`config.mk`:
```
export PLATFORM = sky130hd
export DESIGN_NAME = verificador_clusters
export DESIGN_NICKNAME = d
export VERILOG_FILES = /design/src/rtl/verificador_clusters_pkg.sv /design/src/rtl/tabela_hash_clusters.sv /design/src/rtl/verificador_clusters.sv
export SDC_FILE = /design/constraint.sdc
export NUM_CORES = 1
export LEC_CHECK = 0
export BUFFER_PORTS_ARGS = -buffer_cell sky130_fd_sc_hd__buf_2
export CAP_MARGIN = 20
export CORE_MARGIN = 2
export CORE_UTILIZATION = 35
export CTS_BUF_LIST = sky130_fd_sc_hd__clkbuf_2 sky130_fd_sc_hd__clkbuf_4 sky130_fd_sc_hd__clkbuf_8
export DETAILED_ROUTE_END_ITERATION = 12
export GPL_ROUTABILITY_DRIVEN = 0
export PLACE_DENSITY_LB_ADDON = 0.2
export SKIP_CTS_REPAIR_TIMING = 1
export SLEW_MARGIN = 20
export SYNTH_ARGS = -nofsm -noshare
export SYNTH_HDL_FRONTEND = slang
export SYNTH_HIERARCHICAL = 1
export SYNTH_SLANG_ARGS = --single-unit
```
`constraint.sdc`:
```
create_clock -name clk -period 3.7 [get_ports clk]
set_clock_uncertainty 0.05 [all_clocks]
set_input_delay 0.185 -clock clk [delete_from_list [all_inputs] [get_ports clk]]
set_output_delay 0.185 -clock clk [all_outputs]
set_load 0.03 [all_outputs]
```
`src/rtl/verificador_clusters_pkg.sv`:
```
// Shared types and default widths for the candidate buffer / cluster verifier pair.
package verificador_clusters_pkg;

  localparam int NUM_CLUSTERS  = 8;
  localparam int TAM_ENDERECO  = 2;
  localparam int TAM_HASH_DOIS = 8;

  typedef logic [1:0] estado_t;
  localparam estado_t OCIOSO  = 2'd0;
  localparam estado_t COMPARA = 2'd1;
  localparam estado_t ESPERA  = 2'd2;

  // Index of the lowest set bit; callers zero-extend bitmaps of up to 32 bits.
  function automatic int unsigned menor_bit(input logic [31:0] v);
    menor_bit = 0;
    for (int unsigned i = 32; i > 0; i--) begin
      if (v[i-1]) menor_bit = i - 1;
    end
  endfunction

endpackage

```
`src/rtl/tabela_hash_clusters.sv`:
```
// Banked {valido, hash} table: one bank per cluster, synchronous write,
// registered read-first port, valid bits cleared on reset.
module tabela_hash_clusters #(
  parameter int NUM_CLUSTERS  = 8,
  parameter int TAM_ENDERECO  = 2,
  parameter int TAM_HASH_DOIS = 8
) (
  input  logic                            clk,
  input  logic                            reset,
  input  logic                            we,
  input  logic [$clog2(NUM_CLUSTERS)-1:0] wr_cluster,
  input  logic [TAM_ENDERECO-1:0]         wr_endereco,
  input  logic [TAM_HASH_DOIS-1:0]        wr_hash,
  input  logic                            wr_valido,
  input  logic                            rd_en,
  input  logic [$clog2(NUM_CLUSTERS)-1:0] rd_cluster,
  input  logic [TAM_ENDERECO-1:0]         rd_endereco,
  output logic [TAM_HASH_DOIS-1:0]        rd_hash,
  output logic                            rd_valido
);

  localparam int IW    = $clog2(NUM_CLUSTERS);
  localparam int AW    = IW + TAM_ENDERECO;
  localparam int DEPTH = 2 ** AW;

  logic [TAM_HASH_DOIS-1:0] hashes [DEPTH];
  logic [DEPTH-1:0]         validos;
  logic [AW-1:0]            wa;
  logic [AW-1:0]            ra;

  assign wa = {wr_cluster, wr_endereco};
  assign ra = {rd_cluster, rd_endereco};

  // Hash storage carries no reset; its contents only matter behind a valid bit.
  always_ff @(posedge clk) begin
    if (we) hashes[wa] <= wr_hash;
  end

  // Valid bits: cleared by reset, written alongside the hash.
  always_ff @(posedge clk) begin
    if (reset)   validos     <= '0;
    else if (we) validos[wa] <= wr_valido;
  end

  // Registered read; non-blocking update makes a same-cycle write return old data.
  always_ff @(posedge clk) begin
    if (reset) begin
      rd_valido <= 1'b0;
      rd_hash   <= '0;
    end else if (rd_en) begin
      rd_valido <= validos[ra];
      rd_hash   <= hashes[ra];
    end
  end

endmodule

```
`src/rtl/verificador_clusters.sv`:
```
// Probes the set clusters of the buffer head entry against the per-cluster
// hash tables, writes back the shrinking bitmap and pulses zero/suspeito to pop.
module verificador_clusters #(
  parameter int NUM_CLUSTERS  = 8,
  parameter int TAM_ENDERECO  = 2,
  parameter int TAM_HASH_DOIS = 8,
  parameter int TAM_CONTADOR  = 16
) (
  input  logic                            clk,
  input  logic                            reset,
  input  logic                            saida_valida,
  input  logic [NUM_CLUSTERS-1:0]         bitmap_atual,
  input  logic [TAM_ENDERECO-1:0]         endereco_atual,
  input  logic [TAM_HASH_DOIS-1:0]        hash_atual,
  output logic [NUM_CLUSTERS-1:0]         bitmap_atualizado,
  output logic                            zero,
  output logic                            suspeito,
  input  logic                            tab_we,
  input  logic [$clog2(NUM_CLUSTERS)-1:0] tab_cluster,
  input  logic [TAM_ENDERECO-1:0]         tab_endereco,
  input  logic [TAM_HASH_DOIS-1:0]        tab_hash,
  input  logic                            tab_valido,
  output logic                            alerta_valido,
  output logic [$clog2(NUM_CLUSTERS)-1:0] alerta_cluster,
  output logic [TAM_ENDERECO-1:0]         alerta_endereco,
  output logic [TAM_HASH_DOIS-1:0]        alerta_hash,
  output logic [TAM_CONTADOR-1:0]         contador_suspeitos
);
  import verificador_clusters_pkg::*;

  localparam int IW = $clog2(NUM_CLUSTERS);

  estado_t                  estado;
  logic [IW-1:0]            idx_q;
  logic [IW-1:0]            idx_novo;
  logic [TAM_HASH_DOIS-1:0] hash_q;
  logic [TAM_HASH_DOIS-1:0] rd_hash;
  logic                     rd_valido;
  logic                     rd_en;
  logic                     casou;
  logic [NUM_CLUSTERS-1:0]  mascarado;

  tabela_hash_clusters #(
    .NUM_CLUSTERS (NUM_CLUSTERS),
    .TAM_ENDERECO (TAM_ENDERECO),
    .TAM_HASH_DOIS(TAM_HASH_DOIS)
  ) u_tabela (
    .clk        (clk),
    .reset      (reset),
    .we         (tab_we),
    .wr_cluster (tab_cluster),
    .wr_endereco(tab_endereco),
    .wr_hash    (tab_hash),
    .wr_valido  (tab_valido),
    .rd_en      (rd_en),
    .rd_cluster (idx_novo),
    .rd_endereco(endereco_atual),
    .rd_hash    (rd_hash),
    .rd_valido  (rd_valido)
  );

  // Lowest pending cluster, compare result and the bitmap written back every cycle.
  always_comb begin
    idx_novo          = IW'(menor_bit(32'(bitmap_atual)));
    rd_en             = (estado == OCIOSO) && saida_valida && (|bitmap_atual);
    casou             = rd_valido && (rd_hash == hash_q);
    mascarado         = bitmap_atual & ~(NUM_CLUSTERS'(1) << idx_q);
    bitmap_atualizado = bitmap_atual;
    if (estado == COMPARA && !casou) bitmap_atualizado = mascarado;
  end

  // Probe FSM with registered one-cycle pop/alert pulses and saturating match count.
  always_ff @(posedge clk) begin
    if (reset) begin
      estado             <= OCIOSO;
      idx_q              <= '0;
      hash_q             <= '0;
      zero               <= 1'b0;
      suspeito           <= 1'b0;
      alerta_valido      <= 1'b0;
      alerta_cluster     <= '0;
      alerta_endereco    <= '0;
      alerta_hash        <= '0;
      contador_suspeitos <= '0;
    end else begin
      zero          <= 1'b0;
      suspeito      <= 1'b0;
      alerta_valido <= 1'b0;
      case (estado)
        OCIOSO: begin
          if (saida_valida) begin
            if (bitmap_atual == '0) begin
              zero   <= 1'b1;
              estado <= ESPERA;
            end else begin
              idx_q  <= idx_novo;
              hash_q <= hash_atual;
              estado <= COMPARA;
            end
          end
        end
        COMPARA: begin
          if (!saida_valida) begin
            estado <= OCIOSO;
          end else if (casou) begin
            suspeito        <= 1'b1;
            alerta_valido   <= 1'b1;
            alerta_cluster  <= idx_q;
            alerta_endereco <= endereco_atual;
            alerta_hash     <= hash_q;
            if (contador_suspeitos != '1)
              contador_suspeitos <= contador_suspeitos + 1'b1;
            estado <= ESPERA;
          end else if (mascarado == '0) begin
            zero   <= 1'b1;
            estado <= ESPERA;
          end else begin
            estado <= OCIOSO;
          end
        end
        ESPERA:  estado <= OCIOSO;
        default: estado <= OCIOSO;
      endcase
    end
  end

endmodule

```
* Word-level counts from Yosys, hierarchy flattened
Memories as Yosys holds them, arrays and structs flattened. A register that Yosys moved wholly into a read port is not among the register bits.
Cells that the tools add are included.
** Word-level totals
- Register bits :: 77
- Output and inout bits :: 40
- Input bits :: 36
- Memories kept :: 1
- Bits in writable memories :: 256
** Memories
- u_tabela.hashes :: words 32, width 8, read ports 1, clocked after memory_dff 1, write ports 1, line tabela_hash_clusters.sv:26 : logic [TAM_HASH_DOIS-1:0] hashes [DEPTH];
** Operators by class
- Shifts and indexed selects :: 1
- Bitwise gates (word level) :: 5
- Equality and inequality tests :: 4
- Reductions and logical operators :: 14
- Order comparisons :: 3
- Muxes and demuxes :: 29
- Add/sub/neg operators :: 1
** Operators by type and width (number)
- $bwmux 32 :: 1
- $mux 3 :: 8
- $add 16x1->16 const B :: 1
- $logic_not 8->1 :: 2
- $ne 16x16->1 const B :: 1
- $lt 5x6->1 const B :: 2
- $mux 1 :: 10
- $mux 2 :: 5
- $and 8x8->8 :: 1
- $eq 8x8->1 :: 1
- $mux 8 :: 1
- $not 8->8 :: 1
- $reduce_or 8->1 :: 1
- $shl 1x3->8 const A :: 1
- $reduce_and 3->1 :: 2
- $bmux 1 s5 :: 1
- $demux 1 s5 :: 1
- $ge 5x1->1 const B :: 1
- $logic_and 1x1->1 :: 5
- $pmux 2 s2 :: 1
- $reduce_and 4->1 :: 1
- $not 1->1 :: 3
- $reduce_or 3->1 :: 1
- $eq 2x1->1 const B :: 1
- other kinds (4) :: 4

* Longest topological paths before layout
Gate-level depths: netlist of run 1.
- Depth after elaboration :: 10
- Mapped depth :: 12
- Gate-level depth less buffers :: 10

* By module
The synthesis of run 1 kept the hierarchy.
** By module, submodules not included
- tabela_hash_clusters :: cells each 777, times used 1, area each 11862.6 sq um, sequential area each 8508.2 sq um
- verificador_clusters :: cells each 277, times used 1, area each 2224.6 sq um, sequential area each 880.8 sq um

* Least setup slack after synthesis of run 1
OpenSTA, ideal clock, no wires.
- Kind :: input to register
- Start point :: input port bitmap_atual[7]
- End point :: register u_tabela.rd_hash[6] (read register of u_tabela.hashes)
- Path slack :: 1.472 ns
- Library setup time :: 0.081 ns
- Buffers on the path :: 2
- Stages :: 12
- Data arrival time :: 2.097 ns
- Path through :: nor2b_1 o21bai_1 a21oi_1 nor2_1 nor2_1 and2_1 buf_2 buf_1 a22oi_1 a21oi_1 or4_1 a211oi_2
** On the way
- Longest elaborated chain between the ends :: 8
** Ends and longest elaborated chain
- from (decl) :: line verificador_clusters.sv:12 : input logic [NUM_CLUSTERS-1:0] bitmap_atual,
- $mux 3 (8 in series) :: line verificador_clusters_pkg.sv:17 : if (v[i-1]) menor_bit = i - 1;
- net idx_novo[0] :: line verificador_clusters.sv:35 : logic [IW-1:0] idx_novo;
- to (decl) :: line tabela_hash_clusters.sv:18 : output logic [TAM_HASH_DOIS-1:0] rd_hash,
The timed path passes the listed nets, and every way through them passes these cells.
A chain may end at the register's enable or synchronous reset.

* Worst setup path after layout of run 1
- Start point :: input port bitmap_atual[0]
- End point :: register u_tabela.rd_hash[5] (read register of u_tabela.hashes)
** RTL lines (line)
- $mux 3 :: verificador_clusters_pkg.sv:17
- net idx_novo[2] :: verificador_clusters.sv:35
The timed path passes the listed nets, and every way through them passes these cells.

==> metrics.txt, run 1 <==
outcome=finished, violations left; violated checks=hold timing; # fillers=3703; Worst VDD drop=0.2809 mV; largest net degree at the start of global routing=47; busiest layer in global routing=met2; Final Net Count=1195; max incr delay on CP=0.60 ns; worst r2r src=estado[1]; Main synth FF type=edfxtp_1; WP data required=4.19 ns; Worst R2R End=idx_q[0]; worst r2r path cells=6; critical path type=in2reg; synthesized instance count=1054; cell accounting for the most synthesized area=edfxtp_1; # IOs=76; total gr overflow=0; vias in the first global route=8710; Synth Net Count=1091; Synth top area share=54.57%; Synth Warn #=6; Setup Viol. Count Final=0; max_slew headroom=30.49%; CP endpoint kind=register; Synth Area in Compound Gates=10.47%; worst endpoint data arrival time=3.33 ns; Crit. path cell count=8; worst path bufs/invs=2; min-delay src=bitmap_atual[3]; DRC violations left=0; Root Driver=clkbuf_8; antenna viol nets, final=0; Port Buffer Count=75; CP startpoint=bitmap_atual[0]; Hold Slack=-0.02975 ns; number of max-slew violations in the final report=0; CP max FO=9; Post-synth ARST share=0%; crit path cell chain=dlygate4sd3_1 > buf_2 > or4_1 > nor2b_1 > nand2b_1 > a21oi_1 > or4_1 > a211oi_2; vias per std cell=5.206; fin cells=1733; area grow syn2layout=15.99%; clock sink count=341; Vias=9022; Most common cell on crit path=or4_1; crit path capture=u_tabela/rd_hash[5]; sequential fraction of the synthesis area=66.65%; initial antenna violation count=0; CTS H-tree lvls=2; Final period util=76.89%; CTS tree=yes; R2R Setup Slk=0.98 ns; synth top area cells=edfxtp_1, dfxtp_1, mux2i_1; clk_lat worst skew=0.62 ns; leakage power=5.777 nW; first-pass GRT wire length=54440 um; met3 Use GR=3.054%; Die Width=204.6 um; Reg clk slew, reported paths=0.06 ns; Hold WC Path Type=in2reg; Core Area=0.03973 mm^2; share of layout cells above drive strength 1=18.87%; Util after Layout=41.12%; XOR/XNOR Fraction of Synth Area=0.7194%; DR pass1 iterations=5; routed wire length=36690 um; Worst-Margin Slew=1.036 ns; Synth cell types=52; met2 Usage GRT=28.06%; number of max-cap violations=0; Crit-path slowest cell=or4_1; min cycle time layout=2.845 ns; pwr/cell area=498.9 mW/mm^2; number of diodes=0; Die Ht=204.6 um; setup TNS=0 ns; Tot GR Track Use=17.42%; delay-heaviest family, CP=simple AND/OR/NAND/NOR gates; starting density of the core=35.46%; largest family of logic cells by synthesized area=multiplexers; CP Launch Type=primary input; mux contribution to synthesized area=11.10%; Synth Area per Inst=13.37 um^2; clock buffer depth=3; f_max=351.5 MHz; Synth Area in Adders=0.08882%; Num CTS Buffers=58; cell area after synthesis=0.01409 mm^2; dpl ws=0.6467 ns; placed insts=1611; FF+latch count, synth=341; met1 Use GR=24.12%; DRT iter0 DRCs=792; simple-gate share of the synthesized area=8.340%; RSZ-0062 raised after global routing=no; Final Hold Vio Count=1; DP HPWL=23000 um; Core Rows=73; Post-synth EDFFs=256; die area=0.04187 mm^2; wire length per cell=21.17 um; final worst slack=0.8550 ns
## state kept, by name, indices dropped and copies added (netlist names)
signal	cells
alerta_cluster	3
u_tabela/rd_valido	1
zero	1
u_tabela/hashes	256
alerta_valido	1
estado	2
alerta_endereco	2
u_tabela/rd_hash	8
alerta_hash	8
contador_suspeitos	16
u_tabela/validos	32
hash_q	8
idx_q	3
## layout make-up
cell class	instances	area (um^2)	share of cell area [%]
sequential	341	9389	57.46
clock buffer	95	1132	6.930
inverter	6	22.52	0.1378
clock inverter	15	76.32	0.4671
timing repair buffer	111	721.9	4.418
tap	525	656.9	4.020
multi-input combinational	640	4340	26.56
## metrics by stage
step / power, W / instance area (um^2) / hold slack, ns
after floorplan: 0.004594 / 14090 / 0.2339
after global placement: 0.004800 / 15010 / 0.3843
after detailed placement: 0.004805 / 15010 / 0.3879
after CTS: 0.008268 / 16220 / -0.2930
after global routing: 0.008471 / 16340 / 0.007988
final: 0.008152 / 16340 / -0.02975
## report_power, final
group	leakage (nW)	internal, W	switching, W
registers	3.00	0.00417	0.0000360
clock network	0.659	0.00193	0.00149
logic	2.12	0.000182	0.000348
total	5.78	0.00628	0.00187
## Yosys cell counts, types with 9 or more instances
| cell type | number |
|---|---|
| a211oi_2 | 9 |
| o21ai_0 | 42 |
| edfxtp_1 | 256 |
| clkbuf_1 | 36 |
| nor2_1 | 75 |
| nand3_1 | 10 |
| buf_4 | 11 |
| buf_1 | 9 |
| nand2_1 | 70 |
| or3_1 | 9 |
| nor2b_1 | 12 |
| or4_1 | 16 |
| dfxtp_1 | 85 |
| a21oi_1 | 91 |
| mux2i_1 | 154 |
| a22oi_1 | 72 |
## logic make-up (layout without fill, tap and decap cells)
family / after synthesis / count (layout)
and+or+nand+nor: 239 / 239
buffers and inverters: 73 / 227
adders and majority gates: 1 / 1
muxes: 156 / 156
AOI/OAI and AO/OA: 235 / 235
DFF: 341 / 341
xor gates and xnor gates: 9 / 9
## cell usage in the layout, fill, tap and decap left out, drive strengths merged, types with 4 or more instances in the layout
cell type    instances
or4                 16
buf                 98
nor4                 6
a22oi               72
dfxtp               85
mux2i              154
clkbuf              96
dlygate4sd3         12
nand3b               5
o21ai               42
xnor2                8
nand2               70
nand4                7
nor3                 7
inv                  8
nor2                75
clkinv              13
nand3               10
nor2b               12
a211oi              12
edfxtp             256
a21boi               6
nand2b               6
or3                  9
a21oi               91
a31oi                4
## how the worst min path moves through the flow
stage | endpoint | cells after the start
2_1_floorplan | u_tabela/hashes[0][0] | 0
3_3_place_gp | hash_q[0] | 3
3_5_place_dp | hash_q[4] | 3
4_1_cts | hash_q[4] | 3
5_1_grt | idx_q[2] | 3
6_report | idx_q[2] | 3
## layer usage
layer  up-vias  wire length, um
li1       4229                -
met1      4464            16820
met2       286            17110
met3        43             2162
met4         0              601
met5         -                0
## worst min-delay path: stages
cell and delay, ns:
buf_2 0.12, or4_1 0.18, a211oi_1 0.09
Power figures use the tool's default switching activity.
==> inputs of run 2 (changes only) <==
- ABC_AREA: not set -> 1
- clock period: 3.7 -> 2.9 ns (I/O delays scaled with it)
==> metrics.txt, run 2 <==
# IOs=76; Port Buffer Count=75; cell area after synthesis=0.01480 mm^2; commonest non-fill, non-tap cell in the layout=nand2_1; Commonest cells post-synth=nand2_1, nand3_1, edfxtp_1; Setup Viol. Count Final=0; Final period util=88.51%; Max Used Layer=met4; antenna viol nets, final=0; largest net degree at the start of global routing=146; clk_lat worst skew=0.65 ns; sequential fraction of the synthesis area=63.44%; Util after Layout=40.85%; CP Launch Type=primary input; Reg clk slew, reported paths=0.06 ns; max reg flops=256; Tot GR Track Use=18.39%; wire length per cell=17.89 um; f_max=389.6 MHz; Synth Net Count=1599; max_slew headroom=40.10%; CP endpoint kind=register; CP max FO=24; top-count cell post-synth=nand2_1; CTS H-tree lvls=2; number of max-slew violations in the final report=0; Most flops, register=u_tabela/hashes; vias in the first global route=10632; cell area after layout=0.01710 mm^2; Vias=11270; met3 WL=1910 um; area grow syn2layout=15.52%; cell accounting for the most synthesized area=edfxtp_1; placed cell area=0.01572 mm^2; synth top area cells=edfxtp_1, nand2_1, dfxtp_1; met2 wire len=18980 um; Final Hold Vio Count=0; number of diodes=0; DRT iter0 DRCs=735; clock buffer depth=3; DP HPWL=23750 um; Synth Area per Inst=9.475 um^2; Num CTS Buffers=59; Synth cell types=28; RSZ-0062 raised after global routing=no; setup TNS=0 ns; routed wire length=40370 um; # fillers=4124; Die Width=209.6 um; Post-synth EDFFs=256; Main synth FF type=edfxtp_1; DR pass1 iterations=6; CTS tree=yes; initial antenna violation count=0; Largest regs=u_tabela/hashes (256), u_tabela/validos (32), contador_suspeitos (16); pwr/cell area=624.6 mW/mm^2; first-pass GRT wire length=62160 um; Worst-Margin Slew=0.8952 ns; Synth top area share=51.94%; synthesized instance count=1562; DRC violations left=0; leakage power=6.657 nW; Hold Slack=0.006717 ns; WP data required=3.34 ns; share of layout cells above drive strength 1=12.81%; total power=0.01068 W; die area=0.04395 mm^2; Core Area=0.04185 mm^2; starting density of the core=35.36%; worst endpoint data arrival time=3.01 ns; critical path type=in2reg; clock sink count=341; FF+latch count, synth=341; Final Net Count=1705; Worst VDD drop=0.3278 mV; Core Rows=75; Met1 Wirelength=18560 um; Synth Warn #=6; Hold WC Path Type=in2reg; most frequent cells in the layout=nand2_1, nand3_1, edfxtp_1; Root Driver=clkbuf_8; min cycle time layout=2.567 ns; outcome=finished clean; Die Ht=209.6 um; Post-synth ARST share=0%; number of max-cap violations=0; total gr overflow=0; vias per std cell=4.993
run 2: cell types whose count changed after synthesis, sizes merged, moves of 20 or more:
cell    delta
nand2    +434
nand3    +253
mux2i    -154
a22oi     -72
inv       +66
nor2      +59
a21oi     -54
nor3      +39
buf       +35
clkbuf    -21
o21ai     +20
run 2: layer usage:
metal | global-route usage (%) | up-vias
met3 | 2.634 | 66
met1 | 25.14 | 5398
li1 | - | 5489
met4 | 6.628 | 0
met2 | 29.91 | 317
met5 | 0 | -
run 2: power breakdown:
group | total (W) | internal (W) | switching, W
Clock | 0.00449 | 0.00253 | 0.00196
Sequential | 0.00536 | 0.00532 | 0.0000390
Combinational | 0.000830 | 0.000225 | 0.000605
run 2: final timing paths:
path                                from  cells past startpoint                     end  slack, ns
setup / recovery         bitmap_atual[7]                     10               hash_q[4]       0.33
hold reg to reg   contador_suspeitos[14]                      2  contador_suspeitos[14]       0.44
hold / removal         endereco_atual[1]                      4      alerta_endereco[1]      0.007
setup reg to reg               estado[1]                      6               hash_q[4]       0.71
run 2: logic make-up (layout without fill, tap and decap cells):
logic type | after synthesis | count (layout) | synth area share, %
AO/OA/AOI/OAI | 101 | 101 | 3.458
XOR/XNOR | 14 | 14 | 0.8285
adder cells (fa/ha/maj) | 1 | 1 | 0.08452
buffers and inverters | 156 | 312 | 5.106
flip-flops | 341 | 341 | 63.44
AND/OR/NAND/NOR | 949 | 949 | 27.09
run 2: worst max-delay path, cell delays in order:
cell and delay [ns]:
dlygate4sd3_1 0.52, buf_2 0.13, nor2_1 0.06, dlygate4sd3_1 0.55
nand2_1 0.08, nor2_1 0.06, nor2_2 0.62, inv_1 0.46
o21ai_0 0.32, a21oi_1 0.06
run 2: stage by stage:
stage,cells,worst slack (ns)
after global placement,2130,0.7747
final,2257,0.3331
after global routing,2257,0.02862
after detailed placement,2130,0.6866
after CTS,2241,0.4249
after floorplan,1562,1.064
run 2: final cells by class:
class	count	area (um^2)	share of cell area, %
multi-input cells	1065	4662	27.27
clock buffers	89	1069	6.250
clock inverters	22	153.9	0.9001
well taps	539	674.4	3.944
inverters	75	286.5	1.676
flip-flops and latches	341	9389	54.91
repair buffers	126	863.3	5.049
